[config.mk]
export PLATFORM = sky130hd
export DESIGN_NAME = id_ex_stage_flat
export DESIGN_NICKNAME = d
export VERILOG_FILES = /design/src/rtl/id_ex_stage_if.sv /design/src/rtl/id_ex_stage.sv /design/src/flat_wrapper.sv
export SDC_FILE = /design/constraint.sdc
export NUM_CORES = 1
export LEC_CHECK = 0
export BUFFER_PORTS_ARGS = -buffer_cell sky130_fd_sc_hd__buf_2
export CAP_MARGIN = 40
export CORE_MARGIN = 3
export CORE_UTILIZATION = 42
export CTS_CLUSTER_SIZE = 14
export DETAILED_ROUTE_END_ITERATION = 10
export GPL_ROUTABILITY_DRIVEN = 0
export PLACE_DENSITY = 0.77
export SYNTH_ARGS = -nofsm -noshare
export SYNTH_HDL_FRONTEND = slang
export SYNTH_SLANG_ARGS = --single-unit
[constraint.sdc]
create_clock -name clk -period 1.9 [get_ports clk]
set_clock_uncertainty 0.2 [all_clocks]
set_input_delay 0.285 -clock clk [delete_from_list [all_inputs] [get_ports clk]]
set_output_delay 0.285 -clock clk [all_outputs]
set_load 0.03 [all_outputs]
[src/rtl/id_ex_stage_if.sv]
// ID/EX stage bundle: decoded ID fields, EX/MEM destination snoop, and the registered EX-side copies.
// The pipeline drives the master side; the ID/EX register is the slave.
interface id_ex_stage_if #(
   parameter int DW   = 32,
   parameter int AOPW = 4
) ();
   logic            stall;
   logic            flush;

   logic            id_valid;
   logic [DW-1:0]   id_rs_data;
   logic [DW-1:0]   id_rt_data;
   logic [DW-1:0]   id_imm_ext;
   logic [DW-1:0]   id_pc;
   logic [4:0]      id_rs;
   logic [4:0]      id_rt;
   logic [4:0]      id_rd;
   logic            id_uses_rt;
   logic [1:0]      id_regdst;
   logic            id_alusrc;
   logic            id_memread;
   logic            id_memwrite;
   logic            id_regwrite;
   logic [1:0]      id_datatoreg;
   logic [AOPW-1:0] id_aluop;

   logic [4:0]      mem_dst;
   logic            mem_regwrite;

   logic [DW-1:0]   ex_rs_data;
   logic [DW-1:0]   ex_rt_data;
   logic [DW-1:0]   ex_imm_ext;
   logic [DW-1:0]   ex_pc;
   logic [4:0]      ex_rs;
   logic [4:0]      ex_rt;
   logic [4:0]      ex_rd;
   logic            ex_uses_rt;
   logic [1:0]      ex_regdst;
   logic            ex_alusrc;
   logic            ex_memread;
   logic            ex_memwrite;
   logic            ex_regwrite;
   logic [1:0]      ex_datatoreg;
   logic [AOPW-1:0] ex_aluop;
   logic [4:0]      ex_dst;
   logic            ex_valid;
   logic [1:0]      ex_forwardA;
   logic [1:0]      ex_forwardB;
   logic            load_use_stall;

   modport master (
      output stall, flush,
      output id_valid, id_rs_data, id_rt_data, id_imm_ext, id_pc,
      output id_rs, id_rt, id_rd, id_uses_rt, id_regdst,
      output id_alusrc, id_memread, id_memwrite, id_regwrite, id_datatoreg, id_aluop,
      output mem_dst, mem_regwrite,
      input  ex_rs_data, ex_rt_data, ex_imm_ext, ex_pc,
      input  ex_rs, ex_rt, ex_rd, ex_uses_rt, ex_regdst,
      input  ex_alusrc, ex_memread, ex_memwrite, ex_regwrite, ex_datatoreg, ex_aluop,
      input  ex_dst, ex_valid, ex_forwardA, ex_forwardB, load_use_stall
   );

   modport slave (
      input  stall, flush,
      input  id_valid, id_rs_data, id_rt_data, id_imm_ext, id_pc,
      input  id_rs, id_rt, id_rd, id_uses_rt, id_regdst,
      input  id_alusrc, id_memread, id_memwrite, id_regwrite, id_datatoreg, id_aluop,
      input  mem_dst, mem_regwrite,
      output ex_rs_data, ex_rt_data, ex_imm_ext, ex_pc,
      output ex_rs, ex_rt, ex_rd, ex_uses_rt, ex_regdst,
      output ex_alusrc, ex_memread, ex_memwrite, ex_regwrite, ex_datatoreg, ex_aluop,
      output ex_dst, ex_valid, ex_forwardA, ex_forwardB, load_use_stall
   );
endinterface

[src/rtl/id_ex_stage.sv]
// ID/EX pipeline register for the 5-stage MIPS core: captures ID fields, predicts the
// EX operand forwards one cycle early, and bubbles EX on a load-use hazard.
module id_ex_stage #(
   parameter int DW   = 32,
   parameter int AOPW = 4
) (
   input  logic         clk,
   input  logic         rst_n,
   id_ex_stage_if.slave bus
);

   typedef struct packed {
      logic            valid;
      logic [DW-1:0]   rs_data;
      logic [DW-1:0]   rt_data;
      logic [DW-1:0]   imm_ext;
      logic [DW-1:0]   pc;
      logic [4:0]      rs;
      logic [4:0]      rt;
      logic [4:0]      rd;
      logic            uses_rt;
      logic [1:0]      regdst;
      logic            alusrc;
      logic            memread;
      logic            memwrite;
      logic            regwrite;
      logic [1:0]      datatoreg;
      logic [AOPW-1:0] aluop;
      logic [4:0]      dst;
      logic [1:0]      fwd_a;
      logic [1:0]      fwd_b;
   } ex_t;

   ex_t        ex_q;
   ex_t        ex_d;
   logic [4:0] id_dst;
   logic       ex_hit_ok;
   logic       lus;
   logic [1:0] fwd_a;
   logic [1:0] fwd_b;

   // The EX/MEM match is checked first so the youngest producer wins.
   function automatic logic [1:0] predict(input logic [4:0] src,
                                          input logic       ex_ok,
                                          input logic [4:0] ex_dst,
                                          input logic       mem_wr,
                                          input logic [4:0] mem_dst);
      if (src == 5'd0) return 2'b00;
      if (ex_ok && (ex_dst == src)) return 2'b10;
      if (mem_wr && (mem_dst == src)) return 2'b01;
      return 2'b00;
   endfunction

   always_comb begin
      id_dst = 5'd0;
      case (bus.id_regdst)
         2'b00:   id_dst = bus.id_rt;
         2'b01:   id_dst = bus.id_rd;
         2'b10:   id_dst = 5'd31;
         default: id_dst = 5'd0;
      endcase
      if (!bus.id_regwrite) id_dst = 5'd0;
   end

   always_comb begin
      ex_hit_ok = ex_q.valid & (ex_q.dst != 5'd0);
      lus       = ex_hit_ok & ex_q.memread & bus.id_valid &
                  ((ex_q.dst == bus.id_rs) | (bus.id_uses_rt & (ex_q.dst == bus.id_rt)));
      fwd_a     = predict(bus.id_rs, ex_hit_ok, ex_q.dst, bus.mem_regwrite, bus.mem_dst);
      fwd_b     = predict(bus.id_rt, ex_hit_ok, ex_q.dst, bus.mem_regwrite, bus.mem_dst);
   end

   // flush beats stall; a load-use bubble only applies when the pipe is advancing.
   always_comb begin
      ex_d = ex_q;
      if (bus.flush) begin
         ex_d = '0;
      end else if (bus.stall) begin
         ex_d = ex_q;
      end else if (lus) begin
         ex_d = '0;
      end else begin
         ex_d.valid     = bus.id_valid;
         ex_d.rs_data   = bus.id_rs_data;
         ex_d.rt_data   = bus.id_rt_data;
         ex_d.imm_ext   = bus.id_imm_ext;
         ex_d.pc        = bus.id_pc;
         ex_d.rs        = bus.id_rs;
         ex_d.rt        = bus.id_rt;
         ex_d.rd        = bus.id_rd;
         ex_d.uses_rt   = bus.id_uses_rt;
         ex_d.regdst    = bus.id_regdst;
         ex_d.alusrc    = bus.id_alusrc;
         ex_d.memread   = bus.id_memread;
         ex_d.memwrite  = bus.id_memwrite;
         ex_d.regwrite  = bus.id_regwrite;
         ex_d.datatoreg = bus.id_datatoreg;
         ex_d.aluop     = bus.id_aluop;
         ex_d.dst       = id_dst;
         ex_d.fwd_a     = fwd_a;
         ex_d.fwd_b     = fwd_b;
      end
   end

   always_ff @(posedge clk or negedge rst_n) begin
      if (!rst_n) ex_q <= '0;
      else        ex_q <= ex_d;
   end

   assign bus.ex_valid       = ex_q.valid;
   assign bus.ex_rs_data     = ex_q.rs_data;
   assign bus.ex_rt_data     = ex_q.rt_data;
   assign bus.ex_imm_ext     = ex_q.imm_ext;
   assign bus.ex_pc          = ex_q.pc;
   assign bus.ex_rs          = ex_q.rs;
   assign bus.ex_rt          = ex_q.rt;
   assign bus.ex_rd          = ex_q.rd;
   assign bus.ex_uses_rt     = ex_q.uses_rt;
   assign bus.ex_regdst      = ex_q.regdst;
   assign bus.ex_alusrc      = ex_q.alusrc;
   assign bus.ex_memread     = ex_q.memread;
   assign bus.ex_memwrite    = ex_q.memwrite;
   assign bus.ex_regwrite    = ex_q.regwrite;
   assign bus.ex_datatoreg   = ex_q.datatoreg;
   assign bus.ex_aluop       = ex_q.aluop;
   assign bus.ex_dst         = ex_q.dst;
   assign bus.ex_forwardA    = ex_q.fwd_a;
   assign bus.ex_forwardB    = ex_q.fwd_b;
   assign bus.load_use_stall = lus;

endmodule

[src/flat_wrapper.sv]
// flat-port wrapper written by rule: the top's interface ports become plain ports
module id_ex_stage_flat 
#(
   parameter int DW   = 32,
   parameter int AOPW = 4
)
  (clk, rst_n, bus_stall, bus_flush, bus_id_valid, bus_id_rs_data, bus_id_rt_data, bus_id_imm_ext, bus_id_pc, bus_id_rs, bus_id_rt, bus_id_rd, bus_id_uses_rt, bus_id_regdst, bus_id_alusrc, bus_id_memread, bus_id_memwrite, bus_id_regwrite, bus_id_datatoreg, bus_id_aluop, bus_mem_dst, bus_mem_regwrite, bus_ex_rs_data, bus_ex_rt_data, bus_ex_imm_ext, bus_ex_pc, bus_ex_rs, bus_ex_rt, bus_ex_rd, bus_ex_uses_rt, bus_ex_regdst, bus_ex_alusrc, bus_ex_memread, bus_ex_memwrite, bus_ex_regwrite, bus_ex_datatoreg, bus_ex_aluop, bus_ex_dst, bus_ex_valid, bus_ex_forwardA, bus_ex_forwardB, bus_load_use_stall);
  id_ex_stage_if #(.DW(DW), .AOPW(AOPW)) bus_i ();
  input  logic clk;
  input  logic rst_n;
  input wire logic [$bits(bus_i.stall)-1:0] bus_stall;
  input wire logic [$bits(bus_i.flush)-1:0] bus_flush;
  input wire logic [$bits(bus_i.id_valid)-1:0] bus_id_valid;
  input wire logic [$bits(bus_i.id_rs_data)-1:0] bus_id_rs_data;
  input wire logic [$bits(bus_i.id_rt_data)-1:0] bus_id_rt_data;
  input wire logic [$bits(bus_i.id_imm_ext)-1:0] bus_id_imm_ext;
  input wire logic [$bits(bus_i.id_pc)-1:0] bus_id_pc;
  input wire logic [$bits(bus_i.id_rs)-1:0] bus_id_rs;
  input wire logic [$bits(bus_i.id_rt)-1:0] bus_id_rt;
  input wire logic [$bits(bus_i.id_rd)-1:0] bus_id_rd;
  input wire logic [$bits(bus_i.id_uses_rt)-1:0] bus_id_uses_rt;
  input wire logic [$bits(bus_i.id_regdst)-1:0] bus_id_regdst;
  input wire logic [$bits(bus_i.id_alusrc)-1:0] bus_id_alusrc;
  input wire logic [$bits(bus_i.id_memread)-1:0] bus_id_memread;
  input wire logic [$bits(bus_i.id_memwrite)-1:0] bus_id_memwrite;
  input wire logic [$bits(bus_i.id_regwrite)-1:0] bus_id_regwrite;
  input wire logic [$bits(bus_i.id_datatoreg)-1:0] bus_id_datatoreg;
  input wire logic [$bits(bus_i.id_aluop)-1:0] bus_id_aluop;
  input wire logic [$bits(bus_i.mem_dst)-1:0] bus_mem_dst;
  input wire logic [$bits(bus_i.mem_regwrite)-1:0] bus_mem_regwrite;
  output wire logic [$bits(bus_i.ex_rs_data)-1:0] bus_ex_rs_data;
  output wire logic [$bits(bus_i.ex_rt_data)-1:0] bus_ex_rt_data;
  output wire logic [$bits(bus_i.ex_imm_ext)-1:0] bus_ex_imm_ext;
  output wire logic [$bits(bus_i.ex_pc)-1:0] bus_ex_pc;
  output wire logic [$bits(bus_i.ex_rs)-1:0] bus_ex_rs;
  output wire logic [$bits(bus_i.ex_rt)-1:0] bus_ex_rt;
  output wire logic [$bits(bus_i.ex_rd)-1:0] bus_ex_rd;
  output wire logic [$bits(bus_i.ex_uses_rt)-1:0] bus_ex_uses_rt;
  output wire logic [$bits(bus_i.ex_regdst)-1:0] bus_ex_regdst;
  output wire logic [$bits(bus_i.ex_alusrc)-1:0] bus_ex_alusrc;
  output wire logic [$bits(bus_i.ex_memread)-1:0] bus_ex_memread;
  output wire logic [$bits(bus_i.ex_memwrite)-1:0] bus_ex_memwrite;
  output wire logic [$bits(bus_i.ex_regwrite)-1:0] bus_ex_regwrite;
  output wire logic [$bits(bus_i.ex_datatoreg)-1:0] bus_ex_datatoreg;
  output wire logic [$bits(bus_i.ex_aluop)-1:0] bus_ex_aluop;
  output wire logic [$bits(bus_i.ex_dst)-1:0] bus_ex_dst;
  output wire logic [$bits(bus_i.ex_valid)-1:0] bus_ex_valid;
  output wire logic [$bits(bus_i.ex_forwardA)-1:0] bus_ex_forwardA;
  output wire logic [$bits(bus_i.ex_forwardB)-1:0] bus_ex_forwardB;
  output wire logic [$bits(bus_i.load_use_stall)-1:0] bus_load_use_stall;
  assign bus_i.stall = bus_stall;
  assign bus_i.flush = bus_flush;
  assign bus_i.id_valid = bus_id_valid;
  assign bus_i.id_rs_data = bus_id_rs_data;
  assign bus_i.id_rt_data = bus_id_rt_data;
  assign bus_i.id_imm_ext = bus_id_imm_ext;
  assign bus_i.id_pc = bus_id_pc;
  assign bus_i.id_rs = bus_id_rs;
  assign bus_i.id_rt = bus_id_rt;
  assign bus_i.id_rd = bus_id_rd;
  assign bus_i.id_uses_rt = bus_id_uses_rt;
  assign bus_i.id_regdst = bus_id_regdst;
  assign bus_i.id_alusrc = bus_id_alusrc;
  assign bus_i.id_memread = bus_id_memread;
  assign bus_i.id_memwrite = bus_id_memwrite;
  assign bus_i.id_regwrite = bus_id_regwrite;
  assign bus_i.id_datatoreg = bus_id_datatoreg;
  assign bus_i.id_aluop = bus_id_aluop;
  assign bus_i.mem_dst = bus_mem_dst;
  assign bus_i.mem_regwrite = bus_mem_regwrite;
  assign bus_ex_rs_data = bus_i.ex_rs_data;
  assign bus_ex_rt_data = bus_i.ex_rt_data;
  assign bus_ex_imm_ext = bus_i.ex_imm_ext;
  assign bus_ex_pc = bus_i.ex_pc;
  assign bus_ex_rs = bus_i.ex_rs;
  assign bus_ex_rt = bus_i.ex_rt;
  assign bus_ex_rd = bus_i.ex_rd;
  assign bus_ex_uses_rt = bus_i.ex_uses_rt;
  assign bus_ex_regdst = bus_i.ex_regdst;
  assign bus_ex_alusrc = bus_i.ex_alusrc;
  assign bus_ex_memread = bus_i.ex_memread;
  assign bus_ex_memwrite = bus_i.ex_memwrite;
  assign bus_ex_regwrite = bus_i.ex_regwrite;
  assign bus_ex_datatoreg = bus_i.ex_datatoreg;
  assign bus_ex_aluop = bus_i.ex_aluop;
  assign bus_ex_dst = bus_i.ex_dst;
  assign bus_ex_valid = bus_i.ex_valid;
  assign bus_ex_forwardA = bus_i.ex_forwardA;
  assign bus_ex_forwardB = bus_i.ex_forwardB;
  assign bus_load_use_stall = bus_i.load_use_stall;
  id_ex_stage #(.DW(DW), .AOPW(AOPW)) u_core (.clk(clk), .rst_n(rst_n), .bus(bus_i));
endmodule
==> flow_summary_export.csv <==
group,metric,value,unit
drt,dr.pass1.iters,5,
sta,rsz0062_at_grt,"yes",
power_and_ir_drop,switching_share,0.306,
power_and_ir_drop,power.share.clock,0.377,
hold_path,hp-class,"in2reg",
power_and_ir_drop,switchingPower,2780,uW
layout,antenna_cells,0,
floorplan,core-area,0.0159,mm^2
clock_tree,numCtsBuffers,17,
power_and_ir_drop,ir_drop,583,uV
floorplan,ioPinCount,334,
yosys,synth_nets,935,
floorplan,die_h,134,um
yosys,synthXorXnorAreaFrac,0.0255,
layout,register_area,0.00416,mm^2
yosys,synth_edf_count,0,
critical_path,crit_required,1.41,ns
clock_tree,worstSkewPairLatency,0.42,ns
yosys,yosys.area.top_type,"dfrtp_1",
layout,fin_cells,1525,
yosys,synth_fa_ha_area_frac,0,
sta,setup_ws,-0.626,ns
drt,drtIter0Drc,626,
yosys,synth_top_family_by_area,"simple AND/OR/NAND/NOR gates",
global_routing,grt_start_max_net_pins,59,
sta,hold_viol_final,0,
layout,fillerInstances,840,
global_routing,antenna_found_initial,0,
floorplan,die_w,134,um
outcome,violations,"negative setup slack",
sta,slew_violations,0,
placed_design,dp_hpwl,15600,um
yosys,synthCells,768,
outcome,status,"finished, violations left",
sta,setup_viol,167,
yosys,synthTopCellsByCount,"nand2_1 (323), dfrtp_1 (166), o21ai_0 (160)",
global_routing,grt_pass1_vias,8387,
critical_path,critPathMaxFanout,4,
yosys,synthTopCellsByArea,"dfrtp_1 (61%), nand2_1 (18%), o21ai_0 (12%)",
drt,vias_per_cell,5.41,
sta,fin_setup_tns,-78.44,ns
drt,wirelength,31300,um
job,maxCapViolations,0,
global_routing,overflow,0,
yosys,async_flop_share,1.00,
layout,final_nets,1463,
placed_design,portBuffers,333,
power_and_ir_drop,fin_total_pwr,9090,uW
yosys,synth.area.mux_share,0,
clock_tree,clk_pin_slew,0.07,ns
drt,wl_per_cell,20.6,um
sta,period_needed,2.53,ns
yosys,synth_simple_gate_area_frac,0.199,
layout,drive_gt1_frac,0.470,
floorplan,rows,46,
yosys,synth_top_area_frac,0.606,
yosys,syn_area,0.00686,mm^2
drt,drtAntennaViolNets,0,
layout,syn_to_final_growth,86.3,%
critical_path,critPathLaunchType,"flip-flop",
yosys,synth_flop_cell,"dfrtp_1",
yosys,yosysWarnings,0,
critical_path,crit_arrival,2.04,ns
global_routing,grt_pass1_wl,44100,um
clock_tree,h-tree-depth,4,
global_routing,grtUsageTotal,0.315,
critical_path,criticalPathCategory,"reg2out",
yosys,synth-seq-cells,166,
drt,num_vias,8255,
sta,max_slew_margin,0.509,
power_and_ir_drop,intPower,6300,uW
yosys,synth.most_common_cell,"nand2_1",
yosys,ys_types,24,
clock_tree,clock-sinks,166,
layout,multi_input_area,0.00334,mm^2
yosys,postSynthAreaPerCell,8.93,um^2
yosys,synth-compound-area-share,0.134,
sta,fmax,0.396,GHz
floorplan,start_util,0.430,
placed_design,dp_cells,1303,
yosys,synth_seq_area_share,0.606,
drt,detail_route.drc_violations,0,
power_and_ir_drop,p_comb_frac,0.199,
power_and_ir_drop,p_leak,0.00632,uW
floorplan,die_area,0.0179,mm^2
sta,worst_slew_pin_slew,0.728,ns
power_and_ir_drop,p_per_area,711,mW/mm^2
power_and_ir_drop,seq_power_share,0.424,
clock_tree,tritoncts,"yes",
critical_path,cp-end-kind,"primary output",
sta,holdWs,0.0723,ns
clock_tree,cts_buffer_depth,2,
sta,finalCritPeriodShare,1.33,
clock_tree,cts_root_buf,"clkbuf_16",
[metal layers]
| metal | track usage | share of wire | up-vias |
|---|---|---|---|
| li1 | - | - | 3572 |
| met5 | 0 | 0 | - |
| met4 | 0.175 | 0.066 | 0 |
| met2 | 0.542 | 0.51 | 544 |
| met1 | 0.355 | 0.34 | 3991 |
| met3 | 0.0866 | 0.087 | 148 |
[per-stage QoR]
| stage | instance area (um^2) | setup slack [ns] | util |
|---|---|---|---|
| after floorplan | 6960 | -0.212 | - |
| after global placement | 9060 | -0.239 | 0.569 |
| after detailed placement | 9060 | -0.299 | 0.569 |
| after CTS | 12100 | -0.606 | 0.756 |
| after global routing | 12800 | -0.668 | 0.802 |
| final | 12800 | -0.626 | 0.802 |
[cell type report]
type                       count  share of cell area
clock buffer                  18              0.0336
multi-input combinational    549               0.262
sequential                   166               0.326
tap                          216              0.0211
timing repair buffer         562               0.347
clock inverter                14              0.0110
[power by group through the flow]
stage	registers [uW]	clock network (uW)	logic (uW)
finish	3860	3420	1810
global route	3870	3630	1910
CTS	3830	3430	1660
detailed placement	3900	0	1340
global placement	3890	0	1320
floorplan	4280	0	301
[kinds of logic after synthesis]
group	Yosys count
compound gates	177
buf+inv	53
xor+xnor	20
flops	166
simple gates	352
[critical path, cell delays in order, from the launching register on]
cell,delay [ns]
dfrtp_2,0.42
or4_4,0.56
o21a_1,0.22
nand3_2,0.10
a21oi_4,0.05
buf_12,0.14
buf_6,0.13
[worst paths after layout]
path | start | end | slack, ns | cells past startpoint
worst max-delay path | u_core.bus.ex_dst[4] | bus_load_use_stall | -0.63 | 6
worst min-delay path | bus_id_rs[2] | u_core.bus.ex_rs[2] | 0.07 | 4
worst max register to register | u_core.bus.ex_dst[4] | u_core.bus.ex_dst[1] | -0.60 | 9
worst min register to register | u_core.bus.ex_rs_data[3] | u_core.bus.ex_rs_data[3] | 0.27 | 2
max in group asynchronous | rst_n | u_core.bus.ex_rd[2] | 0.77 | 3
min in group asynchronous | rst_n | u_core.bus.ex_aluop[3] | 0.15 | 2
[placed cells by master, fill, tap and decap left out, drive strengths merged, types with 6 or more instances in the layout]
cell | netlist | final
inv | 0 | 7
o21ai | 160 | 160
nor2 | 13 | 13
clkbuf | 50 | 25
buf | 3 | 404
dlygate4sd3 | 0 | 151
xnor2 | 6 | 6
xor2 | 14 | 14
o31ai | 7 | 7
nand2 | 323 | 323
a21oi | 8 | 8
dfrtp | 166 | 166
[flip-flops by register name (all words and copies together), names as in the netlist, 2 cells and up]
name	count
u_core.bus.ex_datatoreg	2
u_core.bus.ex_pc	32
u_core.bus.ex_rs	5
u_core.bus.ex_forwardA	2
u_core.bus.ex_rt_data	32
u_core.bus.ex_dst	5
u_core.bus.ex_imm_ext	32
u_core.bus.ex_rd	5
u_core.bus.ex_regdst	2
u_core.bus.ex_aluop	4
u_core.bus.ex_forwardB	2
u_core.bus.ex_rt	5
u_core.bus.ex_rs_data	32
[what timing repair did]
item | in CTS | in global routing
resized for setup | 141 | 165
setup endpoints to repair | 167 | 167
setup buffers | 14 | 12
endpoints found under the hold margin | 315 | 0
pin swaps | 8 | 36
hold buffers | 151 | 0
cloned | 11 | 9
Power figures use the tool's default switching activity.
